--- config.mk ---
export PLATFORM = sky130hd
export DESIGN_NAME = bram_port_arbiter
export DESIGN_NICKNAME = d
export VERILOG_FILES = /design/src/rtl/bram_pkg.sv /design/src/rtl/bram_rsp_fifo.sv /design/src/rtl/bram_port_arbiter.sv
export SDC_FILE = /design/constraint.sdc
export NUM_CORES = 1
export LEC_CHECK = 0
export BUFFER_PORTS_ARGS = -buffer_cell sky130_fd_sc_hd__buf_2
export CELL_PAD_IN_SITES_DETAIL_PLACEMENT = 1
export CELL_PAD_IN_SITES_GLOBAL_PLACEMENT = 1
export CORE_UTILIZATION = 37
export DETAILED_ROUTE_END_ITERATION = 10
export GPL_TIMING_DRIVEN = 1
export PLACE_DENSITY_LB_ADDON = 0.1
export SYNTH_ARGS = -nofsm -noshare
export SYNTH_HDL_FRONTEND = slang
export SYNTH_SLANG_ARGS = --single-unit
--- constraint.sdc ---
create_clock -name clk -period 3.9 [get_ports clk]
set_input_delay 0.78 -clock clk [delete_from_list [all_inputs] [get_ports clk]]
set_output_delay 0.78 -clock clk [all_outputs]
set_load 0.005 [all_outputs]
--- src/rtl/bram_pkg.sv ---
// Shared types and constants for the BRAM front-end arbiter and its response FIFO.
package bram_pkg;

    localparam int unsigned DEFAULT_DATA_WIDTH = 16;
    localparam int unsigned DEFAULT_ADDR_WIDTH = 8;
    localparam int unsigned RSP_FIFO_DEPTH     = 2;
    localparam int unsigned RSP_CNT_W          = $clog2(RSP_FIFO_DEPTH + 1);

    typedef enum logic {
        INIT,
        RUN
    } state_t;

    typedef enum logic [1:0] {
        GRANT_NONE,
        GRANT_WR,
        GRANT_RD
    } grant_t;

    // Round-robin partner of the previous grant.
    function automatic grant_t other_grant(input grant_t last);
        return (last == GRANT_WR) ? GRANT_RD : GRANT_WR;
    endfunction

endpackage

--- src/rtl/bram_rsp_fifo.sv ---
// Two-entry response FIFO; head data is held in a register so it stays stable under back-pressure.
module bram_rsp_fifo
    import bram_pkg::*;
#(
    parameter int unsigned DATA_WIDTH = DEFAULT_DATA_WIDTH
) (
    input  logic                  clk,
    input  logic                  rst,
    input  logic                  push,
    input  logic [DATA_WIDTH-1:0] push_data,
    input  logic                  pop,
    output logic [RSP_CNT_W-1:0]  count,
    output logic                  not_empty,
    output logic [DATA_WIDTH-1:0] head
);

    logic [DATA_WIDTH-1:0] mem [RSP_FIFO_DEPTH];
    logic                  wr_ptr;
    logic                  rd_ptr;
    logic                  do_pop;
    logic [RSP_CNT_W-1:0]  count_next;

    assign do_pop = pop & not_empty;
    assign head   = mem[rd_ptr];

    always_comb begin
        count_next = count;
        case ({push, do_pop})
            2'b10:   count_next = count + RSP_CNT_W'(1);
            2'b01:   count_next = count - RSP_CNT_W'(1);
            default: count_next = count;
        endcase
    end

    // Storage carries no reset; validity is tracked by count/not_empty.
    always_ff @(posedge clk) begin
        if (push) begin
            mem[wr_ptr] <= push_data;
        end
    end

    always_ff @(posedge clk or posedge rst) begin
        if (rst) begin
            wr_ptr    <= 1'b0;
            rd_ptr    <= 1'b0;
            count     <= '0;
            not_empty <= 1'b0;
        end else begin
            if (push) begin
                wr_ptr <= ~wr_ptr;
            end
            if (do_pop) begin
                rd_ptr <= ~rd_ptr;
            end
            count     <= count_next;
            not_empty <= (count_next != '0);
        end
    end

endmodule

--- src/rtl/bram_port_arbiter.sv ---
// Sole driver of a single-port BRAM: optional post-reset init sweep, then round-robin
// arbitration of a write channel and a credit-limited read channel with buffered responses.
module bram_port_arbiter
    import bram_pkg::*;
#(
    parameter int unsigned           DATA_WIDTH    = DEFAULT_DATA_WIDTH,
    parameter int unsigned           ADDR_WIDTH    = DEFAULT_ADDR_WIDTH,
    parameter logic [DATA_WIDTH-1:0] INIT_VALUE    = '0,
    parameter bit                    INIT_ON_RESET = 1'b1
) (
    input  logic                  clk,
    input  logic                  rst,
    input  logic                  wr_valid,
    output logic                  wr_ready,
    input  logic [ADDR_WIDTH-1:0] wr_addr,
    input  logic [DATA_WIDTH-1:0] wr_data,
    input  logic                  rd_valid,
    output logic                  rd_ready,
    input  logic [ADDR_WIDTH-1:0] rd_addr,
    output logic                  rsp_valid,
    input  logic                  rsp_ready,
    output logic [DATA_WIDTH-1:0] rsp_data,
    output logic                  init_done,
    output logic                  bram_en,
    output logic                  bram_we,
    output logic [ADDR_WIDTH-1:0] bram_addr,
    output logic [DATA_WIDTH-1:0] bram_di,
    input  logic [DATA_WIDTH-1:0] bram_dout
);

    localparam int unsigned           OCC_W       = RSP_CNT_W + 1;
    localparam logic [ADDR_WIDTH-1:0] LAST_ADDR   = '1;
    localparam state_t                RESET_STATE = INIT_ON_RESET ? INIT : RUN;

    state_t                 state;
    logic [ADDR_WIDTH-1:0]  init_cnt;
    logic                   inflight;
    grant_t                 last_grant;
    grant_t                 grant;
    logic [RSP_CNT_W-1:0]   fifo_count;
    logic [OCC_W-1:0]       occupancy;
    logic                   credit;
    logic                   pop;

    // Credit counts FIFO entries plus the read already in the BRAM pipe, net of this cycle's pop.
    always_comb begin
        pop       = rsp_valid & rsp_ready;
        occupancy = OCC_W'(fifo_count) + OCC_W'(inflight) - OCC_W'(pop);
        credit    = (occupancy < OCC_W'(RSP_FIFO_DEPTH));
        grant     = GRANT_NONE;
        if (!rst && state == RUN) begin
            if (wr_valid && rd_valid && credit) begin
                grant = other_grant(last_grant);
            end else if (wr_valid) begin
                grant = GRANT_WR;
            end else if (rd_valid && credit) begin
                grant = GRANT_RD;
            end
        end
    end

    always_comb begin
        wr_ready  = 1'b0;
        rd_ready  = 1'b0;
        bram_en   = 1'b0;
        bram_we   = 1'b0;
        bram_addr = wr_addr;
        bram_di   = wr_data;
        if (!rst && state == INIT) begin
            bram_en   = 1'b1;
            bram_we   = 1'b1;
            bram_addr = init_cnt;
            bram_di   = INIT_VALUE;
        end else begin
            case (grant)
                GRANT_WR: begin
                    wr_ready = 1'b1;
                    bram_en  = 1'b1;
                    bram_we  = 1'b1;
                end
                GRANT_RD: begin
                    rd_ready  = 1'b1;
                    bram_en   = 1'b1;
                    bram_addr = rd_addr;
                end
                default: ;
            endcase
        end
    end

    always_ff @(posedge clk or posedge rst) begin
        if (rst) begin
            state      <= RESET_STATE;
            init_cnt   <= '0;
            init_done  <= 1'(!INIT_ON_RESET);
            inflight   <= 1'b0;
            last_grant <= GRANT_RD;
        end else begin
            inflight <= (grant == GRANT_RD);
            if (grant != GRANT_NONE) begin
                last_grant <= grant;
            end
            case (state)
                INIT: begin
                    init_cnt <= init_cnt + ADDR_WIDTH'(1);
                    if (init_cnt == LAST_ADDR) begin
                        state     <= RUN;
                        init_done <= 1'b1;
                    end
                end
                default: ;
            endcase
        end
    end

    // BRAM output is only meaningful the cycle after a read-enabled edge.
    bram_rsp_fifo #(
        .DATA_WIDTH(DATA_WIDTH)
    ) u_rsp_fifo (
        .clk      (clk),
        .rst      (rst),
        .push     (inflight),
        .push_data(bram_dout),
        .pop      (pop),
        .count    (fifo_count),
        .not_empty(rsp_valid),
        .head     (rsp_data)
    );

endmodule

# Word-level counts from Yosys, hierarchy flattened
# Memories as Yosys holds them, arrays and structs flattened.
# Index checks and enable logic that the tools add are counted.
[totals] input_bits=53 latch_bits=0 wordCells=57 mem_bits_ro=0 ram_bits=32 register_bits=18 output_inout_bits=46 mem_count=1
[op_classes] n_mul=0 n_shift=0 reduce_logical=10 n_mux=20 div=0 n_addsub=5 n_lt_le_gt_ge=1 bitwise_logic=5 n_eq_ne=6
[mem_list] name="u_rsp_fifo.mem" words=2 width=16 read_ports=1 rd_clocked_by_memory_dff=0 wr=1 line_no="bram_rsp_fifo.sv:17" text="logic [DATA_WIDTH-1:0] mem [RSP_FIFO_DEPTH];"
[ops] cell="$mux 16" count=1
[ops] cell="$mux 8" count=2
[ops] cell="$mux 1" count=11
[ops] cell="$mux 2" count=5
[ops] cell="$add 8x1->8 const B" count=1
[ops] cell="$eq 8x8->1 const B" count=1
[ops] cell="$eq 2x1->1 const B" count=3
[ops] cell="$logic_and 1x1->1" count=5
[ops] cell="$eq 2x2->1 const B" count=2
[ops] cell="$pmux 2 s2" count=1
[ops] cell="$reduce_bool 2->1" count=2
[ops] cell="$add 2x1->3" count=1
[ops] cell="$lt 3x2->1 const B" count=1
[ops] cell="$not 1->1" count=3
[ops] cell="$sub 3x1->3" count=1
[ops] cell="$add 2x1->2 const B" count=1
[ops] cell="$and 1x1->1" count=2
[ops] cell="$reduce_and 2->1" count=1
[ops] cell="$reduce_or 2->1" count=1
[ops] cell="$sub 2x1->2 const B" count=1
[ops] cell="$logic_not 1->1" count=1

# Logic depth before layout (Yosys ltp)
# Gate-level depths: netlist of run 1.
[logic_depth] ltp_word=12 mapped_depth=11 mapped_depth_nobuf=10

# Cells and area by module
# Synthesis of run 1 repeated with hierarchy kept, for this count alone.
[unflattened] cells_unflattened=178 area_unflattened_um2=2429.8
[modules_own_cells] mod="bram_rsp_fifo" area_per_inst_um2=1440.1 seq_area_each_um2=1086.0 cells_each=71 instances=1
[modules_own_cells] mod="bram_port_arbiter" area_per_inst_um2=989.7 seq_area_each_um2=326.6 cells_each=107 instances=1

# Least setup slack after synthesis of run 1
# Ideal clock, no wire load.
[synth_path] path_kind="input -> output" from="input port rsp_ready" to="output port bram_addr[0]" t_required_ns=3.120 n_path_buf=1 setup_slack_ns=0.161 cell_stages=10 arrival_ns=2.959 path_cell_list="and2_1 ha_1 nand2b_1 fa_1 xor2_1 o311ai_2 ha_1 buf_2 mux2i_1 o21ai_1"
[synth_between] elab_chain_cells=11 elab_cells_between_ends=12 cone_classes="add/sub (1); order compare (1); eq/ne (1); mux (6); bitwise (1); reduce/logical (2)"
[synth_lines] item="start: declaration" line_no="bram_port_arbiter.sv:21" text="input logic rsp_ready,"
[synth_lines] item="$and 1x1->1 *" line_no="bram_port_arbiter.sv:47" text="pop = rsp_valid & rsp_ready;"
[synth_lines] item="$sub 3x1->3 *" line_no="bram_port_arbiter.sv:48" text="occupancy = OCC_W'(fifo_count) + OCC_W'(inflight) - OCC_W'(pop);"
[synth_lines] item="$lt 3x2->1 *" line_no="bram_port_arbiter.sv:49" text="credit = (occupancy < OCC_W'(RSP_FIFO_DEPTH));"
[synth_lines] item="$logic_and 1x1->1" line_no="bram_port_arbiter.sv:56" text="end else if (rd_valid && credit) begin"
[synth_lines] item="$mux 2" line_no="bram_port_arbiter.sv:56"
[synth_lines] item="$mux 2" line_no="bram_port_arbiter.sv:54" text="end else if (wr_valid) begin"
[synth_lines] item="$mux 2 *" line_no="bram_port_arbiter.sv:52" text="if (wr_valid && rd_valid && credit) begin"
[synth_lines] item="$mux 2 *" line_no="bram_port_arbiter.sv:51" text="if (!rst && state == RUN) begin"
[synth_lines] item="$eq 2x2->1 *" line_no="bram_port_arbiter.sv:75" text="case (grant)"
[synth_lines] item="$mux 8 *" line_no="bram_port_arbiter.sv:75"
[synth_lines] item="$mux 8 *" line_no="bram_port_arbiter.sv:69" text="if (!rst && state == INIT) begin"
[synth_lines] item="end: declaration" line_no="bram_port_arbiter.sv:26" text="output logic [ADDR_WIDTH-1:0] bram_addr,"
# Mark *: on every way between the ends. The rest lies on a longest branch, timed or not.

# Worst setup path after layout of run 1
[layout_path] from="input port rsp_ready" to="output port bram_addr[0]"
[layout_between] elab_chain_cells=11 elab_cells_between_ends=12 cone_classes="add/sub (1); order compare (1); eq/ne (1); mux (6); bitwise (1); reduce/logical (2)"
[layout_lines] item="$and 1x1->1 *" line_no="bram_port_arbiter.sv:47"
[layout_lines] item="$sub 3x1->3 *" line_no="bram_port_arbiter.sv:48"
[layout_lines] item="$lt 3x2->1 *" line_no="bram_port_arbiter.sv:49"
[layout_lines] item="$logic_and 1x1->1" line_no="bram_port_arbiter.sv:56"
[layout_lines] item="$mux 2" line_no="bram_port_arbiter.sv:56"
[layout_lines] item="$mux 2" line_no="bram_port_arbiter.sv:54"
[layout_lines] item="$mux 2 *" line_no="bram_port_arbiter.sv:52"
[layout_lines] item="$mux 2 *" line_no="bram_port_arbiter.sv:51"
[layout_lines] item="via grant[1]" line_no="bram_port_arbiter.sv:39" text="grant_t grant;"
[layout_lines] item="$eq 2x2->1 *" line_no="bram_port_arbiter.sv:75"
[layout_lines] item="$mux 8 *" line_no="bram_port_arbiter.sv:75"
[layout_lines] item="$mux 8 *" line_no="bram_port_arbiter.sv:69"
# Mark *: on every way through the listed nets, which the timed path passes. The rest lies on a longest branch.

==> reports/results.ini, run 1 <==
[setup_path]
critPathLaunchType = input port
register_to_register_path_depth = 11
criticalPathCategory = input port to primary output
data_required_time_of_the_critical_path_ns = 3.12
worstReg2RegStart = u_rsp_fifo.count[0]
worst_setup_path_end_kind = primary output
crit_path_max_fanout = 5
reg2reg_to = last_grant[1]
worstPathArrival_ns = 3.07
worst_case_register_to_register_setup_slack_ns = 1.20

[synthesis]
synth-seq-area-share_pct = 58.80
synth_seq_cells = 50
synth_warnings = 0
post_synthesis_instance_area_mm2 = 0.002402
async_flop_share_pct = 36.00
ys_types = 35
edff_count_synth = 32
synth_top_cell_by_area = edfxtp_1
ys_top_cells_by_area = edfxtp_1 40%, dfrtp_1 18%, mux2_2 6.1%
synth.net_count = 238
post_synth_inst_count = 178
primary_ff_master_synth = edfxtp_1
avg_inst_size_synth_um2 = 13.50
synth_top_area_share_pct = 40.00

[hold_path]
hold-path-endpoint = init_done
min-delay-start = init_done
whs_path_depth = 1
timing.hold.worst.class = register to register

[outcome]
status = finished clean

[layout]
flow.area_growth_from_synthesis_pct = 32.24
nNetsFinal = 343
antenna_cells_inserted = 0
final_core_utilization_pct = 52.11
fraction_of_layout_instances_using_a_drive_strength_above_1_pct = 49.30

[global_route]
grt_util_met2_pct = 30.99
busiest_layer = met2
total_routing_usage_gr_pct = 16.28
overflow = 0
grt_pass1_wl_um = 8273
antenna_found_initial = 0
grt_max_degree = 37
vias_in_the_first_global_route = 1725
met1_track_utilization_from_global_routing_pct = 18.70
groute.layer.met3.usage_pct = 3.407

[route]
vias_per_cell = 4.744
wl_per_cell_um = 15.09
route.antenna.remaining_nets = 0
post-route-drc-count = 0
drt_iter0_drc = 38
vias = 1703
drt_pass1_iterations = 5
routed_wl_um = 5417

[cts]
cts-htree-levels = 2
cts-buffers-inserted = 5
cts.sink_count = 50
clock_tree.buffer_depth = 2
clock_tree_root_buffer_cell = clkbuf_8
clk_transition_reported_paths_ns = 0.09
tritoncts = yes
worst_skew_pair.late_latency_ns = 0.30

[power]
post-layout-total-power_mw = 1.272
pwr_density_cell_mw_per_mm2 = 400.4
leakage_power_nw = 1.420
peakVddDrop_uv = 258.7

[sta]
grt_setup_unrepaired = true
final-hold-violation-count = 0
period_share_pct = 98.76
setup_viol = 0
max_slew.worst_pin.slew_ns = 0.8238
setup-tns-final_ns = 0
finalMaxSlewViolations = 0
finClkSkew_ns = 0.01008
relSlewSlack_pct = 45.08
period_minus_slack_ns = 3.852
maxClockFrequency_mhz = 259.6

[floorplanning]
floorplan.die.width_um = 82.58
floorplan.initialDensity_pct = 39.41
pin_count = 99
core-area_mm2 = 0.006096
die-area_mm2 = 0.006819
die-height_um = 82.58
core.rowCount = 28

[place]
globalplace.congestion = 0.6948
numPortBuffers = 98
hpwl_um = 4018

[job]
cap_viol_max_count = 0

## cell usage after synthesis, types with 2 or more instances
master and instances:
or2_1 2, o21ai_1 9, inv_1 4, mux2i_1 8, buf_2 4, nand2b_1 2
edfxtp_1 32, xor2_1 7, nand2_1 15, nor2_1 6, buf_4 2, dfrtp_1 17
mux2_2 13, ha_1 6, and2_1 2, nand3_1 2, mux2_1 4, nor2b_1 20
xnor2_1 7
## layer usage
layer	part of all wire [%]	vias to the layer above
met4	0.18	0
met5	0	-
met2	56	42
met3	4.0	3
li1	-	828
met1	40	830
## stage by stage
stage,setup slack (ns),hold WS [ns],area [um2],std cells
after global routing,-0.03007,0.5097,3177,359
after global placement,0.009371,0.4409,2990,349
after floorplan,0.1607,0.4472,2402,178
final,0.04831,0.4640,3177,359
after detailed placement,-0.02132,0.4463,2990,349
after CTS,-0.005121,0.4729,3142,359
## what timing repair did
item / in CTS / in global routing
hold buffers: 0 / 0
resized for setup: 6 / 6
setup endpoints to repair: 7 / 10
cloned: 1 / 0
setup buffers: 1 / 0
pin swaps: 4 / 3
endpoints found under the hold margin: 0 / 0
## power breakdown
group	internal [mW]	switching, mW
registers	0.584	0.0629
clock network	0.127	0.172
logic	0.195	0.130
## cell type report
cell class | count | area, um2
multi-input cells | 117 | 988.4
repair buffers | 105 | 581.8
well taps | 75 | 93.84
flip-flops and latches | 50 | 1413
clock buffers | 6 | 72.57
inverters | 4 | 15.01
fillers | 684 | 2919
clock inverters | 2 | 12.51
## how the worst max path moves through the flow
stage | endpoint | cells past startpoint | startpoint
after detailed placement | bram_addr[2] | 12 | rsp_ready
after CTS | bram_addr[0] | 12 | rsp_ready
after floorplan | bram_addr[0] | 10 | rsp_ready
after global placement | bram_addr[3] | 12 | rsp_ready
final | bram_addr[0] | 13 | rsp_ready
after global routing | bram_addr[3] | 13 | rsp_ready
## state kept, by name, indices dropped and copies added (netlist names)
| name | cells |
|---|---|
| u_rsp_fifo.mem | 32 |
| init_cnt | 8 |
| last_grant | 2 |
| u_rsp_fifo.count | 2 |
| inflight | 1 |
| init_done | 1 |
| state | 1 |
| u_rsp_fifo.not_empty | 1 |
| u_rsp_fifo.rd_ptr | 1 |
| u_rsp_fifo.wr_ptr | 1 |
## cells in the final DEF (no fill, tap or decap), types with 2 or more instances in the layout
cell / synthesis / layout
dfrtp_1: 17 / 17
mux2_2: 13 / 13
buf_4: 2 / 5
xnor2_1: 7 / 7
inv_1: 4 / 4
clkbuf_8: 0 / 5
ha_1: 6 / 3
ha_4: 0 / 2
mux2_1: 4 / 4
nand2_1: 15 / 14
nor2b_1: 20 / 20
mux2i_1: 8 / 8
o21ai_1: 9 / 9
edfxtp_1: 32 / 32
xor2_1: 7 / 6
buf_2: 4 / 97
nor2_1: 6 / 6
nand3_1: 2 / 2
or2_1: 2 / 2
## logic make-up (layout without fill, tap and decap cells)
kind of cell / Yosys count / after routing / synth area share [%]
adder cells (fa/ha/maj): 7 / 7 / 3.958
flip-flops: 50 / 50 / 58.80
AO/OA/AOI/OAI: 14 / 14 / 4.011
buffers and inverters: 11 / 117 / 2.552
AND/OR/NAND/NOR: 57 / 57 / 14.27
multiplexers: 25 / 25 / 11.30
XOR/XNOR: 14 / 14 / 5.104
## critical path, stage by stage
cell and delay [ns]:
buf_6 0.09, and2_4 0.13, ha_4 0.20, nand2b_4 0.14, fa_2 0.53, nand2_2 0.07, nor2_1 0.15, and3_1 0.23
ha_4 0.20, buf_12 0.13, mux2i_1 0.18, o21ai_1 0.08, buf_2 0.16
Note: power is estimated with default switching activity, not from simulation.
==> inputs of run 2 (changes only) <==
--- a/config.mk
+++ b/config.mk
@@ -8,7 +8,7 @@
 export BUFFER_PORTS_ARGS = -buffer_cell sky130_fd_sc_hd__buf_2
 export CELL_PAD_IN_SITES_DETAIL_PLACEMENT = 1
 export CELL_PAD_IN_SITES_GLOBAL_PLACEMENT = 1
-export CORE_UTILIZATION = 37
+export CORE_UTILIZATION = 40
 export DETAILED_ROUTE_END_ITERATION = 10
 export GPL_TIMING_DRIVEN = 1
 export PLACE_DENSITY_LB_ADDON = 0.1
==> constraint.sdc (replaced) <==
create_clock -name clk -period 5 [get_ports clk]
set_input_delay 1 -clock clk [delete_from_list [all_inputs] [get_ports clk]]
set_output_delay 1 -clock clk [all_outputs]
set_load 0.005 [all_outputs]
==> reports/results.ini, run 2 (same netlist as run 1, synthesis figures left out) <==
[cts]
tritoncts = yes
resize_count_post_cts = 0
clock_tree_root_buffer_cell = clkbuf_8
cts.sink_count = 50
clock_tree.buffer_depth = 2
cts_setup_buffers = 0
cts_hold_buffers = 0
worst_skew_pair.late_latency_ns = 0.30
clk_transition_reported_paths_ns = 0.09
cts-buffers-inserted = 5
cts-htree-levels = 2

[floorplanning]
die-area_mm2 = 0.006319
core-area_mm2 = 0.005642
core.rowCount = 27
pin_count = 99
die-height_um = 79.50
floorplan.initialDensity_pct = 42.58
floorplan.die.width_um = 79.50

[setup_path]
criticalPathCategory = input port to primary output
worstReg2RegStart = u_rsp_fifo.not_empty
worst_setup_path_end_kind = primary output
worstPathArrival_ns = 3.50
critPathLaunchType = input port
data_required_time_of_the_critical_path_ns = 4.00
crit_path_max_fanout = 6
worst_case_register_to_register_setup_slack_ns = 2.37
reg2reg_to = last_grant[1]
register_to_register_path_depth = 9

[sta]
setup-tns-final_ns = 0
finClkSkew_ns = 0.005016
max_slew.worst_pin.slew_ns = 0.7778
period_share_pct = 89.95
maxClockFrequency_mhz = 222.3
setup_viol = 0
final-hold-violation-count = 0
final.setup.worst_slack_ns = 0.5024
relSlewSlack_pct = 48.15
finalMaxSlewViolations = 0
grt_setup_unrepaired = false
period_minus_slack_ns = 4.498

[layout]
fraction_of_layout_instances_using_a_drive_strength_above_1_pct = 46.43
nNetsFinal = 339
design_area_mm2 = 0.003049
mostFrequentLayoutCells = 98 x buf_2, 32 x edfxtp_1, 20 x nor2b_1, 17 x dfrtp_1, 15 x nand2_1
antenna_cells_inserted = 0
largest_register_ffs = 32
final_core_utilization_pct = 54.05
top_flop_regs = u_rsp_fifo.mem (32), init_cnt (8)
layout.cells.most_common = buf_2
regMostFlops = u_rsp_fifo.mem
flow.area_growth_from_synthesis_pct = 26.93

[global_route]
grt_max_degree = 37
grt_pass1_wl_um = 8556
overflow = 0
total_routing_usage_gr_pct = 18.17
antenna_found_initial = 0
vias_in_the_first_global_route = 1809

[power]
pwr_density_cell_mw_per_mm2 = 310.3
leakage_power_nw = 1.384
peakVddDrop_uv = 185.9

[place]
hpwl_um = 4173
pre_cts_ws_ns = 0.5047
dpl-instance-area_mm2 = 0.002959
numPortBuffers = 98
globalplace.congestion = 0.7608

[route]
route.antenna.remaining_nets = 0
drt_iter0_drc = 61
vias_per_cell = 4.866
routed_wl_um = 5212
post-route-drc-count = 0
drt_pass1_iterations = 4
wl_per_cell_um = 14.81
vias = 1713

[hold_path]
timing.hold.worst.class = register to register
min-delay-start = init_done
whs_path_depth = 1
hold-path-endpoint = init_done

[outcome]
status = finished clean

[job]
cap_viol_max_count = 0

## run 2: critical path, stage by stage
cell	delay [ns]
buf_2	0.09
and2_1	0.16
ha_1	0.26
nand2b_1	0.15
fa_1	0.49
nand2_1	0.08
o311ai_2	0.41
ha_1	0.25
buf_4	0.17
mux2i_1	0.21
o21ai_1	0.07
buf_2	0.15
## run 2: final cells by class
class	instances	area, um2
multi-input cells	117	928.4
well taps	72	90.09
fillers	626	2592
flip-flops and latches	50	1413
clock inverters	3	21.27
inverters	4	15.01
clock buffers	5	68.82
repair buffers	101	513.0
## run 2: worst max-delay path by stage
stage / startpoint / to / slack, ns / cells after the start
after global placement: rsp_ready / bram_addr[5] / 0.57 / 12
after detailed placement: rsp_ready / bram_addr[3] / 0.50 / 12
final: rsp_ready / bram_addr[4] / 0.50 / 12
after global routing: rsp_ready / bram_addr[7] / 0.34 / 12
after floorplan: rsp_ready / bram_addr[0] / 0.82 / 10
after CTS: rsp_ready / bram_addr[3] / 0.49 / 12
## run 2: layer usage
| metal | global-route usage, % | vias to the layer above | part of all wire [%] |
|---|---|---|---|
| met5 | 0 | - | 0 |
| met1 | 21.22 | 812 | 40 |
| met3 | 4.800 | 6 | 7.1 |
| met2 | 32.05 | 72 | 52 |
| li1 | - | 823 | - |
| met4 | 6.000 | 0 | 1.3 |
## run 2: per-stage QoR
step           total power, mW  cells  hold slack, ns
4_1_cts                 0.9614    352          0.4760
3_5_place_dp            0.7298    344          0.4515
2_1_floorplan           0.6451    178          0.4472
3_3_place_gp            0.7237    344          0.4504
5_1_grt                  1.002    352          0.5080
6_report                0.9461    352          0.4658
## run 2: power by group
| group | leakage, nW | switching [mW] | total, mW | internal [mW] |
|---|---|---|---|---|
| clock network | 0.0441 | 0.132 | 0.231 | 0.0984 |
| registers | 0.510 | 0.0429 | 0.499 | 0.456 |
| logic | 0.829 | 0.0871 | 0.217 | 0.130 |
| total | 1.38 | 0.262 | 0.946 | 0.684 |
